### src/rtl/core_pipe_stage.sv
// core_pipe_stage: valid/ready pipeline register with a two-entry skid buffer,
// synchronous flush and a saturating back-pressure counter.
//
// State table
//   state | meaning
//   EMPTY | nothing held, out_valid = 0
//   ONE   | main_q holds the oldest bundle
//   FULL  | main_q oldest, skid_q next; in_ready = 0
//
// Ports
//   clk        clock, rising edge
//   rst        asynchronous active-low reset
//   flush      synchronous squash of all held entries
//   in_valid   upstream bundle present
//   in_ready   stage can accept (decoded from registered state)
//   in_data    upstream bundle
//   out_valid  bundle available downstream (decoded from registered state)
//   out_ready  downstream accepts
//   out_data   oldest held bundle (main_q)
//   occupancy  held entries, 0..2 (equals the state encoding)
//   clr_cnt    synchronous clear of stall_cnt
//   stall_cnt  saturating count of cycles with out_valid & ~out_ready
module core_pipe_stage #(
  parameter int DATA_W = 77,
  parameter int CNT_W  = 16
) (
  input  logic              clk,
  input  logic              rst,
  input  logic              flush,
  input  logic              in_valid,
  output logic              in_ready,
  input  logic [DATA_W-1:0] in_data,
  output logic              out_valid,
  input  logic              out_ready,
  output logic [DATA_W-1:0] out_data,
  output logic [1:0]        occupancy,
  input  logic              clr_cnt,
  output logic [CNT_W-1:0]  stall_cnt
);

  typedef enum logic [1:0] {
    EMPTY = 2'd0,
    ONE   = 2'd1,
    FULL  = 2'd2
  } state_t;

  state_t            state_q, state_d;
  logic [DATA_W-1:0] main_q, skid_q;
  logic              load_main_in, load_main_skid, load_skid;
  logic              in_fire, out_fire;

  assign in_ready  = (state_q != FULL);
  assign out_valid = (state_q != EMPTY);
  assign occupancy = state_q;
  assign out_data  = main_q;

  assign in_fire  = in_valid & in_ready;
  assign out_fire = out_valid & out_ready;

  always_ff @(posedge clk or negedge rst) begin
    if (!rst) state_q <= EMPTY;
    else      state_q <= state_d;
  end

  always_comb begin
    state_d        = state_q;
    load_main_in   = 1'b0;
    load_main_skid = 1'b0;
    load_skid      = 1'b0;
    unique case (state_q)
      EMPTY: begin
        if (in_fire) begin
          load_main_in = 1'b1;
          state_d      = ONE;
        end
      end
      ONE: begin
        if (in_fire && out_fire) begin
          load_main_in = 1'b1;
        end else if (in_fire) begin
          load_skid = 1'b1;
          state_d   = FULL;
        end else if (out_fire) begin
          state_d = EMPTY;
        end
      end
      FULL: begin
        if (out_fire) begin
          load_main_skid = 1'b1;
          state_d        = ONE;
        end
      end
      default: state_d = EMPTY;
    endcase
    // Data registers may still load during a flush; the entry is dropped
    // because the state returns to EMPTY, which is cheaper than gating the
    // enables and leaves out_data meaningless anyway.
    if (flush) state_d = EMPTY;
  end

  always_ff @(posedge clk or negedge rst) begin
    if (!rst) begin
      main_q <= '0;
      skid_q <= '0;
    end else begin
      if (load_main_in)        main_q <= in_data;
      else if (load_main_skid) main_q <= skid_q;
      if (load_skid)           skid_q <= in_data;
    end
  end

  always_ff @(posedge clk or negedge rst) begin
    if (!rst) begin
      stall_cnt <= '0;
    end else if (clr_cnt) begin
      stall_cnt <= '0;
    end else if (out_valid && !out_ready && (stall_cnt != {CNT_W{1'b1}})) begin
      stall_cnt <= stall_cnt + 1'b1;
    end
  end

endmodule

### config.mk
export PLATFORM = sky130hd
export DESIGN_NAME = core_pipe_stage
export DESIGN_NICKNAME = d
export VERILOG_FILES = /design/src/rtl/core_pipe_stage.sv
export SDC_FILE = /design/constraint.sdc
export NUM_CORES = 1
export LEC_CHECK = 0
export CORE_UTILIZATION = 45
export CTS_BUF_LIST = sky130_fd_sc_hd__clkbuf_16
export DETAILED_ROUTE_END_ITERATION = 6
export GPL_TIMING_DRIVEN = 0
export PLACE_DENSITY_LB_ADDON = 0.3
export SLEW_MARGIN = 20
export SYNTH_ARGS = -nofsm -noshare
export SYNTH_HDL_FRONTEND = slang
export SYNTH_SLANG_ARGS = --single-unit
### constraint.sdc
create_clock -name clk -period 1.9 [get_ports clk]
set_input_delay 0.285 -clock clk [delete_from_list [all_inputs] [get_ports clk]]
set_output_delay 0.285 -clock clk [all_outputs]
set_load 0.005 [all_outputs]
==> out/results.tsv <==
metric	value	unit
synth_seq_cells	172	
r2r_cells	6	
final_cells	1061	
worst_pin_slew	0.7304	ns
design_area	10350	sq um
async_flop_share	100.0	%
finalSetupTns	-0.1347	ns
synth_fa_ha_area_share	0.1702	%
synthXorXnorAreaFrac	0	%
core	15940	sq um
drive_above_1_share	21.89	%
final_hold_viol_count	0	
detail_route.iter0.violations	327	
power_density	954.4	nW/um^2
worstPathArrival	2.28	ns
dp.final_hpwl	12.48	mm
drv_cap	0	
r2r-start	stall_cnt[1]	
htreeDepth	4	
grtUsageTotal	22.72	%
criticalPathCategory	flop to flop	
synth_cell_types	33	
end_kind	flop	
cts_tree	built	
ys.flop_type	dfrtp_1	
fmax	510.1	MHz
synth.area.top_cells	dfrtp_1 59%, mux2_2 12%, mux2i_1 11%	
rrSetupSlack	-0.06	ns
die_x	129.8	microns
start_util	46.11	%
die_area	16850	sq um
wire_per_inst	17.44	microns
path_cells	buf_6, ha_4, inv_2, or4_4, or4b_1, o211a_1	
post-place-ws	-1.254	ns
cts_buffer_depth	2	
synthSimpleGateAreaFrac	7.830	%
setup_viol	4	
dp_cells	1007	
cts_root_buf	clkbuf_16	
clk_pin_slew	0.07	ns
rows	46	
grt_max_degree	88	
violations	setup timing	
syn_area_per_cell	12.03	sq um
synth_compound_area_share	8.426	%
io_pins	180	
vdd_drop_max	0.5760	mV
grt-ovfl-total	0	
vias	5590	
crit_start	stall_cnt[1]	
globalplace.congestion	0.8109	
postSynthCellCount	611	
clock_latency	0.43	ns
area_delta_synth_final	40.77	%
setup_slack	-0.06050	ns
yosysMostFrequentCell	dfrtp_1	
fin_hold_ws	0.3433	ns
period_share	103.2	%
slowest_stage	or4b_1	
muxShareOfSynthArea	22.55	%
synthesis.nets	695	
grt_pass1_wl	29.33	mm
fin_crit	1.961	ns
netlist_area	7351	sq um
cp.required	2.22	ns
first_pass_iters	4	
fp.dieH	129.8	microns
port_buffers	179	
drc	0	
routed_via_density	5.269	
yosysTopAreaCell	dfrtp_1	
fin_nets	916	
clock_skew	0.006867	ns
slew_violations	0	
hold_path_class	input pin to flop	
startpoint_type	flop	
yosysTopAreaCellShare	58.55	%
leakage	4.805	nW
antenna_found_initial	0	
netlist_top_cells_count	172 x dfrtp_1, 87 x nand2_1, 81 x o21ai_0	
crit_end	stall_cnt[12]	
slowest_delay	0.54	ns
drt_wl_total	18.51	mm
r2r-end	stall_cnt[12]	
cts-buffers-inserted	17	
ant_nets	0	
path_max_fanout	5	
diodes	0	
seq_area_frac_synth	58.55	%
placed_cell_area	9450	sq um
relSlewSlack	50.93	%
synth_enable_flop_cells	0	
rsz0062_at_grt	yes	
grt_pass1_vias	5769	
yosysWarnings	0	
clock_sinks	172	
synth_top_family_by_area	multiplexers	
status	finished, violations left	
per-layer routing:
| metal | vias up | GRT usage [%] | part of all wire, % |
|---|---|---|---|
| met1 | 2811 | 27.65 | 42 |
| met5 | - | 0 | 0 |
| met3 | 21 | 7.667 | 6.8 |
| li1 | 2598 | - | - |
| met2 | 160 | 38.13 | 50 |
| met4 | 0 | 7.182 | 1.4 |
power by group:
part | switching [W] | internal, W
Combinational | 0.000653 | 0.00112
Sequential | 0.000375 | 0.00435
Clock | 0.00144 | 0.00193
flip-flops by register name (all words and copies together), names as in the netlist:
signal / count
out_data: 77
skid_q: 77
stall_cnt: 16
occupancy: 2
repair_timing:
action	CTS	global route
gates resized for setup	43	33
buffers inserted	17	6
hold buffers	1	0
hold endpoints to repair	86	0
endpoints found under the setup margin	170	106
pin swaps	8	7
how the worst min path moves through the flow:
stage | start | end | slack, ns | cells after the start
3_3_place_gp | skid_q[68] | skid_q[68] | 0.49 | 1
6_report | out_ready | occupancy[1] | 0.34 | 2
3_5_place_dp | rst | stall_cnt[11] | 0.33 | 1
4_1_cts | out_ready | occupancy[1] | 0.29 | 2
2_1_floorplan | rst | occupancy[0] | -0.01 | 0
5_1_grt | out_ready | occupancy[1] | 0.35 | 2
final cells by class:
type / count / area [sq um]
Clock inverter: 15 / 148.9
Sequential cell: 172 / 4313
Timing Repair Buffer: 204 / 2014
Buffer: 36 / 225.2
Inverter: 6 / 22.52
Fill cell: 1208 / 5595
Multi-Input combinational cell: 395 / 2928
Clock buffer: 17 / 425.4
Tap cell: 216 / 270.3
cells by family after synthesis:
group / count (synthesis)
DFF: 172
adders and majority gates: 1
buffers and inverters: 44
and+or+nand+nor: 127
AOI/OAI and AO/OA: 111
muxes: 156
cell usage in the layout, fill, tap and decap left out, drive strengths merged, types with 2 or more instances in the layout:
| cell | count |
|---|---|
| or3 | 4 |
| nor2 | 4 |
| inv | 11 |
| or2 | 3 |
| mux2 | 77 |
| buf | 43 |
| o21ai | 81 |
| bufinv | 2 |
| clkdlybuf4s50 | 175 |
| clkbuf | 35 |
| a21oi | 13 |
| nand2 | 87 |
| o311ai | 2 |
| or4 | 9 |
| nor3 | 3 |
| clkinvlp | 4 |
| o31ai | 8 |
| dfrtp | 172 |
| clkinv | 4 |
| dlygate4sd2 | 3 |
| nand4 | 4 |
| o41ai | 2 |
| mux2i | 79 |
| nor2b | 3 |
| nand3 | 5 |
metrics by stage:
step | utilization (%) | total power, W
2_1_floorplan | - | 0.005509
4_1_cts | 64.31 | 0.009953
5_1_grt | 64.90 | 0.01037
6_report | 64.90 | 0.009876
3_3_place_gp | 59.07 | 0.006412
3_5_place_dp | 59.28 | 0.006539
critical path, delay by kind of cell (launching register included):
family	cells	cell delay, ns
adders and majority gates	1	0.13
and+or+nand+nor	2	1.04
AOI/OAI and AO/OA	1	0.14
DFF	1	0.39
buffers and inverters	2	0.15
Power figures use the tool's default switching activity.
